--- config.mk ---
export PLATFORM = sky130hd
export DESIGN_NAME = mul_acc_pipe_flat
export DESIGN_NICKNAME = d
export VERILOG_FILES = /design/src/rtl/mul_acc_pipe_if.sv /design/src/rtl/mul_acc_pipe.sv /design/src/flat_wrapper.sv
export SDC_FILE = /design/constraint.sdc
export NUM_CORES = 1
export LEC_CHECK = 0
export BUFFER_PORTS_ARGS = -buffer_cell sky130_fd_sc_hd__buf_2
export CAP_MARGIN = 20
export CORE_MARGIN = 1.5
export CORE_UTILIZATION = 65
export DETAILED_ROUTE_END_ITERATION = 10
export PLACE_DENSITY = 0.88
export SYNTH_ARGS = -nofsm -noshare
export SYNTH_HDL_FRONTEND = slang
export SYNTH_SLANG_ARGS = --single-unit
--- constraint.sdc ---
create_clock -name clk -period 10.7 [get_ports clk]
set_input_delay 0.535 -clock clk [delete_from_list [all_inputs] [get_ports clk]]
set_output_delay 0.535 -clock clk [all_outputs]
set_load 0.03 [all_outputs]
--- src/rtl/mul_acc_pipe_if.sv ---
// mul_acc_pipe_if: streaming bus for mul_acc_pipe.
//   Upstream side : ain, bin, sgn, acc, vldin -> rdyin
//   Downstream    : vldout, dout, ovf         <- rdyout
// Modports:
//   master - the environment that drives operands and consumes results.
//   slave  - the multiplier/accumulator itself.
// AW/BW/GW must match the parameters of the attached mul_acc_pipe.
interface mul_acc_pipe_if #(
    parameter int unsigned AW = 16,
    parameter int unsigned BW = 16,
    parameter int unsigned GW = 8
);
    localparam int unsigned RW = AW + BW + GW;

    logic [AW-1:0] ain;
    logic [BW-1:0] bin;
    logic          sgn;
    logic          acc;
    logic          vldin;
    logic          rdyin;
    logic          vldout;
    logic          rdyout;
    logic [RW-1:0] dout;
    logic          ovf;

    modport master (
        output ain, bin, sgn, acc, vldin, rdyout,
        input  rdyin, vldout, dout, ovf
    );

    modport slave (
        input  ain, bin, sgn, acc, vldin, rdyout,
        output rdyin, vldout, dout, ovf
    );
endinterface

--- src/rtl/mul_acc_pipe.sv ---
// mul_acc_pipe: pipelined AWxBW multiplier with optional accumulate.
//   clk, rst_n : clock (rising edge) and asynchronous active-low reset.
//   bus.ain/bin: operands; bus.sgn selects two's complement vs unsigned.
//   bus.acc    : 1 = add product to the last loaded dout, 0 = load product.
//   bus.vldin/rdyin   : input handshake (rdyin is combinational).
//   bus.vldout/rdyout : output handshake; a held output stalls the whole pipe.
//   bus.dout/ovf      : RW = AW+BW+GW bit result and its overflow flag.
// Latency from acceptance to vldout is LAT-1 edges (LAT in 2..8).
module mul_acc_pipe #(
    parameter int unsigned AW  = 16,
    parameter int unsigned BW  = 16,
    parameter int unsigned GW  = 8,
    parameter int unsigned LAT = 2
) (
    input logic           clk,
    input logic           rst_n,
    mul_acc_pipe_if.slave bus
);
    localparam int unsigned RW = AW + BW + GW;

    if (LAT < 2 || LAT > 8) begin : g_bad_lat
        $error("mul_acc_pipe: LAT must be in 2..8");
    end

    logic                 adv;

    logic                 s1_vld_q;
    logic [AW-1:0]        s1_a_q;
    logic [BW-1:0]        s1_b_q;
    logic                 s1_sgn_q;
    logic                 s1_acc_q;

    logic signed [AW:0]      a_x;
    logic signed [BW:0]      b_x;
    logic signed [AW+BW+1:0] p_full;
    logic [RW-1:0]           prod_ext;

    logic                 fin_vld;
    logic [RW-1:0]        fin_prod;
    logic                 fin_sgn;
    logic                 fin_acc;

    logic [RW:0]          sum;
    logic                 vldout_q, vldout_d;
    logic [RW-1:0]        dout_q, dout_d;
    logic                 ovf_q, ovf_d;

    // Whole-pipe stall: nothing moves while a result waits on the output.
    always_comb begin
        adv = !vldout_q || bus.rdyout;
    end

    always_ff @(posedge clk or negedge rst_n) begin
        if (!rst_n) begin
            s1_vld_q <= 1'b0;
            s1_a_q   <= '0;
            s1_b_q   <= '0;
            s1_sgn_q <= 1'b0;
            s1_acc_q <= 1'b0;
        end else if (adv) begin
            s1_vld_q <= bus.vldin;
            if (bus.vldin) begin
                s1_a_q   <= bus.ain;
                s1_b_q   <= bus.bin;
                s1_sgn_q <= bus.sgn;
                s1_acc_q <= bus.acc;
            end
        end
    end

    // One extra operand bit makes a single signed multiplier serve both
    // modes: the bit is the sign for sgn=1 and zero for sgn=0. The exact
    // product is then sign-extended (or truncated when GW<2) to RW.
    always_comb begin
        a_x      = {s1_sgn_q & s1_a_q[AW-1], s1_a_q};
        b_x      = {s1_sgn_q & s1_b_q[BW-1], s1_b_q};
        p_full   = a_x * b_x;
        prod_ext = RW'(p_full);
    end

    if (LAT == 2) begin : g_direct
        always_comb begin
            fin_vld  = s1_vld_q;
            fin_prod = prod_ext;
            fin_sgn  = s1_sgn_q;
            fin_acc  = s1_acc_q;
        end
    end else begin : g_delay
        localparam int unsigned ND = LAT - 2;

        logic          d_vld_q  [ND];
        logic [RW-1:0] d_prod_q [ND];
        logic          d_sgn_q  [ND];
        logic          d_acc_q  [ND];

        // Entry 0 registers the product; the rest are plain delay stages.
        always_ff @(posedge clk or negedge rst_n) begin
            if (!rst_n) begin
                for (int unsigned i = 0; i < ND; i++) begin
                    d_vld_q[i]  <= 1'b0;
                    d_prod_q[i] <= '0;
                    d_sgn_q[i]  <= 1'b0;
                    d_acc_q[i]  <= 1'b0;
                end
            end else if (adv) begin
                d_vld_q[0]  <= s1_vld_q;
                d_prod_q[0] <= prod_ext;
                d_sgn_q[0]  <= s1_sgn_q;
                d_acc_q[0]  <= s1_acc_q;
                for (int unsigned i = 1; i < ND; i++) begin
                    d_vld_q[i]  <= d_vld_q[i-1];
                    d_prod_q[i] <= d_prod_q[i-1];
                    d_sgn_q[i]  <= d_sgn_q[i-1];
                    d_acc_q[i]  <= d_acc_q[i-1];
                end
            end
        end

        always_comb begin
            fin_vld  = d_vld_q[ND-1];
            fin_prod = d_prod_q[ND-1];
            fin_sgn  = d_sgn_q[ND-1];
            fin_acc  = d_acc_q[ND-1];
        end
    end

    // Output stage. The accumulate base is always dout_q, i.e. the last
    // loaded value whether or not it has been consumed downstream.
    always_comb begin
        sum      = {1'b0, dout_q} + {1'b0, fin_prod};
        vldout_d = fin_vld;
        dout_d   = dout_q;
        ovf_d    = ovf_q;
        if (fin_vld) begin
            if (fin_acc) begin
                dout_d = sum[RW-1:0];
                if (fin_sgn) begin
                    ovf_d = (dout_q[RW-1] == fin_prod[RW-1]) &&
                            (sum[RW-1] != dout_q[RW-1]);
                end else begin
                    ovf_d = sum[RW];
                end
            end else begin
                dout_d = fin_prod;
                ovf_d  = 1'b0;
            end
        end
    end

    always_ff @(posedge clk or negedge rst_n) begin
        if (!rst_n) begin
            vldout_q <= 1'b0;
            dout_q   <= '0;
            ovf_q    <= 1'b0;
        end else if (adv) begin
            vldout_q <= vldout_d;
            dout_q   <= dout_d;
            ovf_q    <= ovf_d;
        end
    end

    always_comb begin
        bus.rdyin  = adv;
        bus.vldout = vldout_q;
        bus.dout   = dout_q;
        bus.ovf    = ovf_q;
    end
endmodule

--- src/flat_wrapper.sv ---
// flat-port wrapper written by rule: the top's interface ports become plain ports
module mul_acc_pipe_flat 
#(
    parameter int unsigned AW  = 16,
    parameter int unsigned BW  = 16,
    parameter int unsigned GW  = 8,
    parameter int unsigned LAT = 2
)
  (clk, rst_n, bus_ain, bus_bin, bus_sgn, bus_acc, bus_vldin, bus_rdyout, bus_rdyin, bus_vldout, bus_dout, bus_ovf);
  mul_acc_pipe_if #(.AW(AW), .BW(BW), .GW(GW)) bus_i ();
  input logic clk;
  input logic rst_n;
  input wire logic [$bits(bus_i.ain)-1:0] bus_ain;
  input wire logic [$bits(bus_i.bin)-1:0] bus_bin;
  input wire logic [$bits(bus_i.sgn)-1:0] bus_sgn;
  input wire logic [$bits(bus_i.acc)-1:0] bus_acc;
  input wire logic [$bits(bus_i.vldin)-1:0] bus_vldin;
  input wire logic [$bits(bus_i.rdyout)-1:0] bus_rdyout;
  output wire logic [$bits(bus_i.rdyin)-1:0] bus_rdyin;
  output wire logic [$bits(bus_i.vldout)-1:0] bus_vldout;
  output wire logic [$bits(bus_i.dout)-1:0] bus_dout;
  output wire logic [$bits(bus_i.ovf)-1:0] bus_ovf;
  assign bus_i.ain = bus_ain;
  assign bus_i.bin = bus_bin;
  assign bus_i.sgn = bus_sgn;
  assign bus_i.acc = bus_acc;
  assign bus_i.vldin = bus_vldin;
  assign bus_i.rdyout = bus_rdyout;
  assign bus_rdyin = bus_i.rdyin;
  assign bus_vldout = bus_i.vldout;
  assign bus_dout = bus_i.dout;
  assign bus_ovf = bus_i.ovf;
  mul_acc_pipe #(.AW(AW), .BW(BW), .GW(GW), .LAT(LAT)) u_core (.clk(clk), .rst_n(rst_n), .bus(bus_i));
endmodule
==> impl_metrics.xml, run 1 <==
<?xml version="1.0" encoding="UTF-8"?>
<metrics>
  <group name="outcome">
    <metric name="status" unit="">finished clean</metric>
  </group>
  <group name="final_layout">
    <metric name="areaGrowthSynthToFinish" unit="%">5.89</metric>
    <metric name="post_route_cells_drive_above_1_share" unit="%">8.32</metric>
    <metric name="layout_commonest_cell" unit="">sky130_fd_sc_hd__inv_1</metric>
    <metric name="final_layout_fill_cell_count" unit="">1775</metric>
    <metric name="nets" unit="">2246</metric>
    <metric name="most_used_cells_in_the_layout_excluding_fill_and_tap_cells" unit="">sky130_fd_sc_hd__inv_1 (325), sky130_fd_sc_hd__fa_1 (297), sky130_fd_sc_hd__nand2_1 (219)</metric>
    <metric name="final_cell_area" unit="um^2">17000</metric>
  </group>
  <group name="floorplan">
    <metric name="rows" unit="">57</metric>
    <metric name="dieArea" unit="um^2">25600</metric>
    <metric name="die-height" unit="um">160</metric>
    <metric name="fp.dieW" unit="um">160</metric>
    <metric name="start_util" unit="%">66.1</metric>
    <metric name="core" unit="um^2">24200</metric>
    <metric name="top_level_ports" unit="">81</metric>
  </group>
  <group name="setup_path">
    <metric name="critical_path.max_fanout" unit="">25</metric>
    <metric name="critical_path.slowest_cell" unit="">sky130_fd_sc_hd__dfrtp_1</metric>
    <metric name="cp_data_arrival_time" unit="ns">9.74</metric>
    <metric name="cp_slowest_stage_delay" unit="ns">0.87</metric>
    <metric name="critPathMostFrequentCell" unit="">sky130_fd_sc_hd__fa_1</metric>
    <metric name="startpoint_type" unit="">flip-flop</metric>
    <metric name="worstPathRequired" unit="ns">10.95</metric>
    <metric name="setup.worst_path.end_class" unit="">flip-flop</metric>
    <metric name="critical_path_class" unit="">flip-flop to flip-flop</metric>
  </group>
  <group name="sta">
    <metric name="drv_slew" unit="">0</metric>
    <metric name="max_slew_margin" unit="%">29.5</metric>
    <metric name="post-route-min-period" unit="ns">9.49</metric>
    <metric name="grt_setup_unrepaired" unit="">false</metric>
    <metric name="finalCritPeriodShare" unit="%">88.7</metric>
    <metric name="finalClockSkew" unit="ns">0.0116</metric>
    <metric name="worst_slew_pin_slew" unit="ns">1.05</metric>
    <metric name="fin_setup_tns" unit="ns">0</metric>
    <metric name="hold_viol_final" unit="">0</metric>
    <metric name="finalSetupViolations" unit="">0</metric>
    <metric name="fin_ws" unit="ns">1.21</metric>
    <metric name="fmaxAchievable" unit="MHz">105</metric>
  </group>
  <group name="clocking">
    <metric name="clock-sinks" unit="">77</metric>
    <metric name="tritoncts" unit="">yes</metric>
    <metric name="clk_pin_slew_worst_paths" unit="ns">0.08</metric>
    <metric name="clkLatencyLatePin" unit="ns">0.36</metric>
    <metric name="post_cts_buffers" unit="">0</metric>
    <metric name="post_cts.resized_instances" unit="">0</metric>
    <metric name="cts.htree.levels" unit="">3</metric>
    <metric name="cts_hold_buffers" unit="">0</metric>
    <metric name="cts_max_path_buffers" unit="">2</metric>
    <metric name="clock_tree.root_cell" unit="">sky130_fd_sc_hd__clkbuf_16</metric>
    <metric name="numCtsBuffers" unit="">9</metric>
  </group>
  <group name="logic_synthesis">
    <metric name="synth.yosys.warnings" unit="">0</metric>
    <metric name="instance_count_of_the_mapped_netlist" unit="">1750</metric>
    <metric name="syn-num-nets" unit="">2211</metric>
    <metric name="synth.cell_area" unit="um^2">16000</metric>
    <metric name="postSynthAreaPerCell" unit="um^2">9.16</metric>
    <metric name="synth_edf_count" unit="">0</metric>
    <metric name="synth-async-reset-ratio" unit="%">100</metric>
    <metric name="synth_top_flop_cell" unit="">sky130_fd_sc_hd__dfrtp_1</metric>
    <metric name="synth.yosys.seq_area_share" unit="%">12.0</metric>
    <metric name="ys_seq_elements" unit="">77</metric>
    <metric name="synthDistinctLibCells" unit="">62</metric>
  </group>
  <group name="route">
    <metric name="drt_wl_cell" unit="um">19.9</metric>
    <metric name="drt_drc_violations_left" unit="">0</metric>
    <metric name="detail_route.wirelength" unit="um">42100</metric>
    <metric name="drtPass1Iterations" unit="">6</metric>
    <metric name="avgViaCountPerCell" unit="">6.03</metric>
    <metric name="detail-route-antenna-nets" unit="">0</metric>
    <metric name="violation_count_after_the_first_detailed_route_iteration" unit="">1013</metric>
    <metric name="vias" unit="">12800</metric>
  </group>
  <group name="grt">
    <metric name="grt_first_pass_wirelength" unit="um">70500</metric>
    <metric name="largest_net_degree_at_the_start_of_global_routing" unit="">59</metric>
    <metric name="grt.overflow.total" unit="">0</metric>
    <metric name="number_of_global_route_vias_before_repair" unit="">13700</metric>
    <metric name="initial_antenna_violation_count" unit="">2</metric>
    <metric name="grt_usage" unit="%">34.9</metric>
  </group>
  <group name="placed_design">
    <metric name="placement.io_buffers" unit="">80</metric>
    <metric name="dpl-instance-area" unit="um^2">16700</metric>
    <metric name="post-place-ws" unit="ns">1.45</metric>
    <metric name="globalplace.congestion" unit="">0.941</metric>
    <metric name="place_hpwl" unit="um">33200</metric>
  </group>
  <group name="job">
    <metric name="drv.max_cap_violation_count" unit="">0</metric>
  </group>
  <group name="hold_path">
    <metric name="holdCritPathClass" unit="">input port to asynchronous set/reset pin</metric>
  </group>
</metrics>
metal layers:
| layer | up-vias | GRT usage, % | share of wire [%] |
|---|---|---|---|
| met5 | - | 0 | 0 |
| met4 | 0 | 13.3 | 3.9 |
| met3 | 164 | 7.27 | 9.4 |
| met2 | 699 | 57.5 | 49 |
| met1 | 6322 | 45.5 | 38 |
| li1 | 5579 | - | - |
synth_stat cells (5+ instances only):
library cell | instances | area share (%)
sky130_fd_sc_hd__a211o_1 | 5 | 0.27
sky130_fd_sc_hd__a211oi_1 | 9 | 0.42
sky130_fd_sc_hd__a21o_1 | 31 | 1.5
sky130_fd_sc_hd__a21oi_1 | 81 | 2.5
sky130_fd_sc_hd__a221o_1 | 7 | 0.44
sky130_fd_sc_hd__a22oi_1 | 5 | 0.23
sky130_fd_sc_hd__a31oi_1 | 7 | 0.27
sky130_fd_sc_hd__and2_1 | 125 | 4.9
sky130_fd_sc_hd__and3_1 | 13 | 0.51
sky130_fd_sc_hd__clkbuf_1 | 61 | 1.4
sky130_fd_sc_hd__dfrtp_1 | 77 | 12
sky130_fd_sc_hd__fa_1 | 297 | 37
sky130_fd_sc_hd__ha_1 | 126 | 9.8
sky130_fd_sc_hd__inv_1 | 325 | 7.6
sky130_fd_sc_hd__mux2_2 | 35 | 2.5
sky130_fd_sc_hd__mux2i_1 | 11 | 0.69
sky130_fd_sc_hd__nand2_1 | 220 | 5.2
sky130_fd_sc_hd__nand2b_1 | 12 | 0.47
sky130_fd_sc_hd__nand3_1 | 16 | 0.50
sky130_fd_sc_hd__nand4_1 | 6 | 0.23
sky130_fd_sc_hd__nor2_1 | 57 | 1.3
sky130_fd_sc_hd__nor2b_1 | 6 | 0.23
sky130_fd_sc_hd__nor3_1 | 15 | 0.47
sky130_fd_sc_hd__o211ai_1 | 9 | 0.42
sky130_fd_sc_hd__o21a_1 | 11 | 0.52
sky130_fd_sc_hd__o21ai_0 | 49 | 1.5
sky130_fd_sc_hd__o21ai_1 | 6 | 0.19
sky130_fd_sc_hd__o21bai_1 | 9 | 0.42
sky130_fd_sc_hd__o31ai_1 | 7 | 0.33
sky130_fd_sc_hd__xnor2_1 | 44 | 2.4
sky130_fd_sc_hd__xor2_1 | 20 | 1.1
layout make-up:
type,instances,area [um^2],area share (%)
diodes,3,7.51,0.0442
clock buffers,9,225,1.33
clock inverters,7,81.3,0.479
inverters,326,1220,7.21
multi-input cells,1283,12600,74.5
flip-flops and latches,77,1930,11.4
well taps,324,405,2.39
repair buffers,88,463,2.73
state kept, by name (all words and copies together), names as in the netlist:
name	cells
u_core.fin_vld	1
u_core.fin_sgn	1
u_core.bus.vldout	1
u_core.bus.dout	40
u_core.fin_acc	1
u_core.s1_b_q	16
u_core.bus.ovf	1
u_core.s1_a_q	16
path summary, 6_finish.rpt:
| kind | from | end | slack, ns | cells past startpoint |
|---|---|---|---|---|
| hold reg to reg | u_core.fin_vld$_DFFE_PN0N_ | u_core.bus.vldout$_DFFE_PN0N_ | 0.51 | 2 |
| setup reg to reg | u_core.s1_a_q[15]$_DFFE_PN0P_ | u_core.bus.ovf$_DFFE_PN0P_ | 1.21 | 29 |
| max in group asynchronous | rst_n | u_core.s1_b_q[5]$_DFFE_PN0P_ | 9.53 | 2 |
| setup / recovery | u_core.s1_a_q[15]$_DFFE_PN0P_ | u_core.bus.ovf$_DFFE_PN0P_ | 1.21 | 29 |
| min in group clk | bus_acc | u_core.fin_acc$_DFFE_PN0P_ | 0.40 | 2 |
| hold / removal | rst_n | u_core.bus.dout[33]$_DFFE_PN0P_ | 0.15 | 1 |
cells by family (layout without fill, tap and decap cells):
logic type	after synthesis	in the layout	share of synthesized area, %
xor+xnor	64	64	3.50
fa+ha+maj	423	423	46.9
simple gates	486	486	14.5
other cells	0	3	0
compound gates	264	264	10.8
flops	77	77	12.0
mux	46	46	3.15
buf+inv	390	430	9.14
worst max-delay path: cells and delay by family, from the launching register on:
family                     cells  cell delay (ns)
AOI/OAI and AO/OA             11             1.82
adders and majority gates      8             3.80
DFF                            1             0.87
buffers and inverters          3             0.67
and+or+nand+nor                6             1.44
xor gates and xnor gates       1             0.76
metrics by stage:
| stage | std cells | hold WS (ns) | utilization, % |
|---|---|---|---|
| after floorplan | 1750 | 0.239 | - |
| after global placement | 2098 | 0.458 | 68.7 |
| after detailed placement | 2098 | 0.477 | 68.7 |
| after CTS | 2114 | 0.185 | 70.0 |
| after global routing | 2115 | 0.200 | 70.0 |
| final | 2117 | 0.152 | 70.0 |
Power of run 1 is not shown: default switching activity piles up to over one toggle a cycle in this logic, so the estimate is an artifact.
==> run 2: changes to the inputs <==
--- a/config.mk
+++ b/config.mk
@@ -7,10 +7,12 @@
 export LEC_CHECK = 0
 export BUFFER_PORTS_ARGS = -buffer_cell sky130_fd_sc_hd__buf_2
 export CAP_MARGIN = 20
+export CELL_PAD_IN_SITES_DETAIL_PLACEMENT = 1
+export CELL_PAD_IN_SITES_GLOBAL_PLACEMENT = 2
 export CORE_MARGIN = 1.5
-export CORE_UTILIZATION = 65
+export CORE_UTILIZATION = 41
 export DETAILED_ROUTE_END_ITERATION = 10
-export PLACE_DENSITY = 0.88
+export PLACE_DENSITY = 0.87
 export SYNTH_ARGS = -nofsm -noshare
 export SYNTH_HDL_FRONTEND = slang
 export SYNTH_SLANG_ARGS = --single-unit
==> impl_metrics.xml, run 2 (synthesized netlist as in run 1, its figures left out) <==
<?xml version="1.0" encoding="UTF-8"?>
<metrics>
  <group name="outcome">
    <metric name="status" unit="">finished clean</metric>
  </group>
  <group name="floorplan">
    <metric name="top_level_ports" unit="">81</metric>
    <metric name="rows" unit="">72</metric>
    <metric name="start_util" unit="%">41.5</metric>
    <metric name="dieArea" unit="um^2">40300</metric>
    <metric name="fp.dieW" unit="um">201</metric>
    <metric name="core" unit="um^2">38600</metric>
    <metric name="die-height" unit="um">201</metric>
  </group>
  <group name="sta">
    <metric name="finalSetupViolations" unit="">0</metric>
    <metric name="max_slew_margin" unit="%">34.3</metric>
    <metric name="post-route-min-period" unit="ns">9.70</metric>
    <metric name="finalClockSkew" unit="ns">0.0194</metric>
    <metric name="fmaxAchievable" unit="MHz">103</metric>
    <metric name="grt_setup_unrepaired" unit="">false</metric>
    <metric name="finalCritPeriodShare" unit="%">90.7</metric>
    <metric name="drv_slew" unit="">0</metric>
    <metric name="fin_setup_tns" unit="ns">0</metric>
    <metric name="hold_viol_final" unit="">0</metric>
    <metric name="worst_slew_pin_slew" unit="ns">0.978</metric>
  </group>
  <group name="setup_path">
    <metric name="critical_path.max_fanout" unit="">25</metric>
    <metric name="timing.reg2reg.setup_slack" unit="ns">1.0</metric>
    <metric name="regToRegEndpoint" unit="">u_core.bus.dout[38]$_DFFE_PN0P_</metric>
    <metric name="critical_path_class" unit="">flip-flop to flip-flop</metric>
    <metric name="r2r_start" unit="">u_core.s1_a_q[15]$_DFFE_PN0P_</metric>
    <metric name="worst_r2r_path_depth" unit="">27</metric>
    <metric name="startpoint_type" unit="">flip-flop</metric>
    <metric name="setup.worst_path.end_class" unit="">flip-flop</metric>
    <metric name="worstSetupEndpoint" unit="">u_core.bus.dout[38]$_DFFE_PN0P_</metric>
    <metric name="crit_start" unit="">u_core.s1_a_q[15]$_DFFE_PN0P_</metric>
    <metric name="cp_data_arrival_time" unit="ns">9.97</metric>
    <metric name="worstPathRequired" unit="ns">10.97</metric>
  </group>
  <group name="hold_path">
    <metric name="holdCritPathClass" unit="">input port to asynchronous set/reset pin</metric>
  </group>
  <group name="clocking">
    <metric name="post_cts_buffers" unit="">0</metric>
    <metric name="clk_pin_slew_worst_paths" unit="ns">0.09</metric>
    <metric name="cts.htree.levels" unit="">3</metric>
    <metric name="post_cts.resized_instances" unit="">0</metric>
    <metric name="cts_max_path_buffers" unit="">2</metric>
    <metric name="cts_hold_buffers" unit="">0</metric>
    <metric name="tritoncts" unit="">yes</metric>
    <metric name="clock_tree.root_cell" unit="">sky130_fd_sc_hd__clkbuf_16</metric>
    <metric name="clkLatencyLatePin" unit="ns">0.39</metric>
    <metric name="clock-sinks" unit="">77</metric>
    <metric name="numCtsBuffers" unit="">9</metric>
  </group>
  <group name="grt">
    <metric name="globalRoute.busiestLayer" unit="">met2</metric>
    <metric name="grt_usage" unit="%">24.5</metric>
    <metric name="grt_first_pass_wirelength" unit="um">77100</metric>
    <metric name="number_of_global_route_vias_before_repair" unit="">13800</metric>
    <metric name="groute.layer.met2.usage" unit="%">40.7</metric>
    <metric name="gr-usage-met1" unit="%">33.9</metric>
    <metric name="initial_antenna_violation_count" unit="">2</metric>
    <metric name="grt.overflow.total" unit="">0</metric>
    <metric name="grt_util_met3" unit="%">3.60</metric>
    <metric name="largest_net_degree_at_the_start_of_global_routing" unit="">59</metric>
  </group>
  <group name="final_layout">
    <metric name="most_used_cells_in_the_layout_excluding_fill_and_tap_cells" unit="">sky130_fd_sc_hd__inv_1 (325), sky130_fd_sc_hd__fa_1 (297), sky130_fd_sc_hd__nand2_1 (218)</metric>
    <metric name="max_reg_flops" unit="">40</metric>
    <metric name="nets" unit="">2246</metric>
    <metric name="post_route_cells_drive_above_1_share" unit="%">8.38</metric>
    <metric name="areaGrowthSynthToFinish" unit="%">7.38</metric>
    <metric name="layout_commonest_cell" unit="">sky130_fd_sc_hd__inv_1</metric>
  </group>
  <group name="route">
    <metric name="vias" unit="">12200</metric>
    <metric name="detail-route-antenna-nets" unit="">0</metric>
    <metric name="avgViaCountPerCell" unit="">5.29</metric>
    <metric name="drtPass1Iterations" unit="">4</metric>
    <metric name="drt_wl_cell" unit="um">20.3</metric>
    <metric name="violation_count_after_the_first_detailed_route_iteration" unit="">405</metric>
    <metric name="drt_drc_violations_left" unit="">0</metric>
    <metric name="detail_route.wirelength" unit="um">46800</metric>
  </group>
  <group name="placed_design">
    <metric name="place_hpwl" unit="um">38300</metric>
    <metric name="globalplace.congestion" unit="">0.842</metric>
    <metric name="placement.io_buffers" unit="">80</metric>
  </group>
  <group name="job">
    <metric name="drv.max_cap_violation_count" unit="">0</metric>
  </group>
</metrics>
[run 2: changes by cell type in the layout (fill, tap and decap cells not counted), sizes merged]
cell | previous run | this run
bufinv | 1 | 0
clkinv | 1 | 5
clkinvlp | 3 | 0
diode | 3 | 1
[run 2: worst min path at each step]
stage	slack, ns	endpoint	start	cells after the start
finish	0.13	u_core.bus.dout[15]$_DFFE_PN0P_	rst_n	1
global route	0.15	u_core.bus.dout[15]$_DFFE_PN0P_	rst_n	1
CTS	0.14	u_core.bus.dout[17]$_DFFE_PN0P_	rst_n	1
detailed placement	0.50	u_core.bus.vldout$_DFFE_PN0N_	u_core.fin_vld$_DFFE_PN0N_	2
global placement	0.49	u_core.bus.vldout$_DFFE_PN0N_	u_core.fin_vld$_DFFE_PN0N_	2
floorplan	0.24	u_core.bus.dout[0]$_DFFE_PN0P_	rst_n	0
[run 2: final cells by class]
type	instances	area [um^2]
multi-input cells	1283	12600
diodes	1	2.50
repair buffers	88	475
flip-flops and latches	77	1930
inverters	326	1220
clock inverters	7	67.6
clock buffers	9	225
fillers	4516	21400
well taps	518	648
[run 2: through the flow]
| step | hold slack, ns | util (%) | instances | area, um^2 | worst slack (ns) |
|---|---|---|---|---|---|
| 2_1_floorplan | 0.239 | - | 1750 | 16000 | 2.75 |
| 3_5_place_dp | 0.505 | 43.7 | 2291 | 16900 | 1.15 |
| 4_1_cts | 0.143 | 44.5 | 2307 | 17200 | 1.07 |
| 3_3_place_gp | 0.488 | 43.7 | 2291 | 16900 | 1.13 |
| 5_1_grt | 0.151 | 44.5 | 2308 | 17200 | 0.483 |
| 6_report | 0.133 | 44.5 | 2309 | 17200 | 0.998 |
[run 2: critical path, stage by stage, from the launching register on]
cell	delay [ns]
sky130_fd_sc_hd__dfrtp_1	0.88
sky130_fd_sc_hd__and2_1	0.56
sky130_fd_sc_hd__nand2_1	0.18
sky130_fd_sc_hd__inv_1	0.16
sky130_fd_sc_hd__fa_1	0.51
sky130_fd_sc_hd__inv_1	0.20
sky130_fd_sc_hd__fa_1	0.54
sky130_fd_sc_hd__inv_1	0.30
sky130_fd_sc_hd__fa_1	0.50
sky130_fd_sc_hd__fa_1	0.59
sky130_fd_sc_hd__fa_1	0.45
sky130_fd_sc_hd__fa_1	0.45
sky130_fd_sc_hd__ha_1	0.39
sky130_fd_sc_hd__a21o_1	0.21
sky130_fd_sc_hd__a21o_1	0.18
sky130_fd_sc_hd__a21oi_1	0.30
sky130_fd_sc_hd__nand2_1	0.10
sky130_fd_sc_hd__nor3_1	0.24
sky130_fd_sc_hd__o31ai_1	0.17
sky130_fd_sc_hd__xnor2_1	0.79
sky130_fd_sc_hd__ha_1	0.48
sky130_fd_sc_hd__a21oi_1	0.26
sky130_fd_sc_hd__o2111ai_1	0.15
sky130_fd_sc_hd__a211oi_1	0.20
sky130_fd_sc_hd__nor2_1	0.14
sky130_fd_sc_hd__a21bo_1	0.19
sky130_fd_sc_hd__xnor2_1	0.13
sky130_fd_sc_hd__a221o_1	0.31
[run 2: per-layer routing]
metal,part of all wire [%],vias up
met1,46,6380
met5,0.036,-
met4,2.2,2
li1,-,5580
met3,3.2,57
met2,48,191
Power of run 2 is left out for the same reason.
==> run 3: changes to the inputs <==
--- a/config.mk
+++ b/config.mk
@@ -9,10 +9,11 @@
 export CAP_MARGIN = 20
 export CELL_PAD_IN_SITES_DETAIL_PLACEMENT = 1
 export CELL_PAD_IN_SITES_GLOBAL_PLACEMENT = 2
+export CORE_ASPECT_RATIO = 0.7
 export CORE_MARGIN = 1.5
-export CORE_UTILIZATION = 41
+export CORE_UTILIZATION = 37
 export DETAILED_ROUTE_END_ITERATION = 10
-export PLACE_DENSITY = 0.87
+export PLACE_DENSITY = 0.83
 export SYNTH_ARGS = -nofsm -noshare
 export SYNTH_HDL_FRONTEND = slang
 export SYNTH_SLANG_ARGS = --single-unit
==> constraint.sdc (replaced) <==
create_clock -name clk -period 8.3 [get_ports clk]
set_input_delay 0.415 -clock clk [delete_from_list [all_inputs] [get_ports clk]]
set_output_delay 0.415 -clock clk [all_outputs]
set_load 0.03 [all_outputs]
==> impl_metrics.xml, run 3 (synthesized netlist as in run 1, its figures left out) <==
<?xml version="1.0" encoding="UTF-8"?>
<metrics>
  <group name="route">
    <metric name="detail_route.wirelength" unit="um">46100</metric>
    <metric name="vias" unit="">12700</metric>
    <metric name="avgViaCountPerCell" unit="">5.20</metric>
    <metric name="drtPass1Iterations" unit="">5</metric>
    <metric name="detail-route-antenna-nets" unit="">0</metric>
    <metric name="drt_drc_violations_left" unit="">0</metric>
    <metric name="drt_wl_cell" unit="um">18.9</metric>
    <metric name="violation_count_after_the_first_detailed_route_iteration" unit="">620</metric>
  </group>
  <group name="floorplan">
    <metric name="die-height" unit="um">177</metric>
    <metric name="start_util" unit="%">37.7</metric>
    <metric name="core" unit="um^2">42600</metric>
    <metric name="top_level_ports" unit="">81</metric>
    <metric name="fp.dieW" unit="um">252</metric>
    <metric name="dieArea" unit="um^2">44600</metric>
    <metric name="rows" unit="">63</metric>
  </group>
  <group name="grt">
    <metric name="gr-usage-met1" unit="%">28.4</metric>
    <metric name="grt_first_pass_wirelength" unit="um">74400</metric>
    <metric name="globalRoute.busiestLayer" unit="">met2</metric>
    <metric name="grt_usage" unit="%">21.4</metric>
    <metric name="initial_antenna_violation_count" unit="">1</metric>
    <metric name="groute.layer.met2.usage" unit="%">36.8</metric>
    <metric name="largest_net_degree_at_the_start_of_global_routing" unit="">59</metric>
    <metric name="grt_util_met3" unit="%">2.78</metric>
    <metric name="number_of_global_route_vias_before_repair" unit="">13900</metric>
    <metric name="grt.overflow.total" unit="">0</metric>
  </group>
  <group name="final_layout">
    <metric name="most_used_cells_in_the_layout_excluding_fill_and_tap_cells" unit="">sky130_fd_sc_hd__inv_1 (324), sky130_fd_sc_hd__fa_1 (296), sky130_fd_sc_hd__nand2_1 (217)</metric>
    <metric name="finish.utilization" unit="%">42.9</metric>
    <metric name="final_cells" unit="">2437</metric>
    <metric name="areaGrowthSynthToFinish" unit="%">14.0</metric>
    <metric name="final_layout_fill_cell_count" unit="">4961</metric>
    <metric name="post_route_cells_drive_above_1_share" unit="%">16.1</metric>
    <metric name="antennaDiodeCount" unit="">0</metric>
    <metric name="max_reg_flops" unit="">40</metric>
    <metric name="layout_commonest_cell" unit="">sky130_fd_sc_hd__inv_1</metric>
    <metric name="nets" unit="">2341</metric>
  </group>
  <group name="hold_path">
    <metric name="holdCritPathClass" unit="">input port to asynchronous set/reset pin</metric>
  </group>
  <group name="clocking">
    <metric name="clk_pin_slew_worst_paths" unit="ns">0.07</metric>
    <metric name="clock_tree.root_cell" unit="">sky130_fd_sc_hd__clkbuf_16</metric>
    <metric name="cts_max_path_buffers" unit="">2</metric>
    <metric name="numCtsBuffers" unit="">9</metric>
    <metric name="cts_hold_buffers" unit="">0</metric>
    <metric name="tritoncts" unit="">yes</metric>
    <metric name="clkLatencyLatePin" unit="ns">0.38</metric>
    <metric name="clock-sinks" unit="">77</metric>
    <metric name="cts.htree.levels" unit="">3</metric>
  </group>
  <group name="setup_path">
    <metric name="worst_r2r_path_depth" unit="">30</metric>
    <metric name="critPathMostFrequentCell" unit="">sky130_fd_sc_hd__fa_1</metric>
    <metric name="startpoint_type" unit="">flip-flop</metric>
    <metric name="setup.worst_path.end_class" unit="">flip-flop</metric>
    <metric name="timing.reg2reg.setup_slack" unit="ns">0.29</metric>
    <metric name="cp_slowest_stage_delay" unit="ns">0.54</metric>
    <metric name="critical_path.slowest_cell" unit="">sky130_fd_sc_hd__fa_1</metric>
    <metric name="worstPathRequired" unit="ns">8.59</metric>
    <metric name="critical_path.max_fanout" unit="">8</metric>
    <metric name="critical_path_class" unit="">flip-flop to flip-flop</metric>
    <metric name="cp_data_arrival_time" unit="ns">8.30</metric>
  </group>
  <group name="sta">
    <metric name="fmaxAchievable" unit="MHz">125</metric>
    <metric name="finalCritPeriodShare" unit="%">96.6</metric>
    <metric name="hold_ws" unit="ns">-0.00599</metric>
    <metric name="finalClockSkew" unit="ns">0.0175</metric>
    <metric name="hold_viol_final" unit="">3</metric>
    <metric name="drv_slew" unit="">0</metric>
    <metric name="worst_slew_pin_slew" unit="ns">1.04</metric>
    <metric name="fin_setup_tns" unit="ns">0</metric>
    <metric name="finalSetupViolations" unit="">0</metric>
    <metric name="max_slew_margin" unit="%">30.6</metric>
    <metric name="post-route-min-period" unit="ns">8.01</metric>
    <metric name="grt_setup_unrepaired" unit="">true</metric>
  </group>
  <group name="placed_design">
    <metric name="placement.io_buffers" unit="">80</metric>
    <metric name="place_hpwl" unit="um">38100</metric>
    <metric name="globalplace.congestion" unit="">0.859</metric>
    <metric name="dpl.cell_count" unit="">2403</metric>
  </group>
  <group name="job">
    <metric name="drv.max_cap_violation_count" unit="">0</metric>
  </group>
  <group name="outcome">
    <metric name="violations" unit="">negative hold slack</metric>
    <metric name="status" unit="">finished with violations</metric>
  </group>
</metrics>
[run 3: worst paths after layout]
path | start | to
hold reg to reg | u_core.fin_vld$_DFFE_PN0N_ | u_core.bus.vldout$_DFFE_PN0N_
setup / recovery | u_core.s1_b_q[3]$_DFFE_PN0P_ | u_core.bus.ovf$_DFFE_PN0P_
setup reg to reg | u_core.s1_b_q[3]$_DFFE_PN0P_ | u_core.bus.ovf$_DFFE_PN0P_
min in group clk | bus_bin[0] | u_core.s1_b_q[0]$_DFFE_PN0P_
max in group asynchronous | rst_n | u_core.s1_b_q[10]$_DFFE_PN0P_
hold / removal | rst_n | u_core.bus.dout[4]$_DFFE_PN0P_
[run 3: area by class of cell]
cell class	instances	area, um^2	area share [%]
Clock buffer	10	239	1.31
Clock inverter	6	95.1	0.520
Inverter	326	1220	6.70
Multi-Input combinational cell	1283	12900	70.4
Sequential cell	77	1950	10.7
Tap cell	552	691	3.78
Timing Repair Buffer	183	1200	6.57
[run 3: critical path, delay by kind of cell, from the launching register on]
| kind | cells | cell delay (ns) |
|---|---|---|
| AOI/OAI and AO/OA | 11 | 2.54 |
| xor gates and xnor gates | 1 | 0.13 |
| adders and majority gates | 8 | 3.25 |
| buffers and inverters | 6 | 0.58 |
| DFF | 1 | 0.49 |
| and+or+nand+nor | 4 | 0.92 |
[run 3: repair_timing]
| item | 4_1_cts | 5_1_grt |
|---|---|---|
| resized for setup | 8 | 63 |
| buffers inserted | 0 | 18 |
| pin swaps | 0 | 15 |
| endpoints found under the setup margin | 5 | 17 |
[run 3: layer usage]
metal / vias up / wire, um
met5: - / 0
met2: 186 / 23100
met4: 0 / 870
li1: 5774 / -
met3: 53 / 1480
met1: 6654 / 20600
[run 3: metrics by stage]
stage | hold WS [ns] | worst slack (ns) | instance area, um^2
after global routing | 0.0226 | -0.126 | 18300
after CTS | 0.00479 | 0.0100 | 17900
after global placement | 0.409 | 0.0447 | 17500
final | -0.00599 | 0.285 | 18300
after floorplan | 0.119 | 0.351 | 16000
after detailed placement | 0.418 | -0.0795 | 17500
Power of run 3 is left out for the same reason.
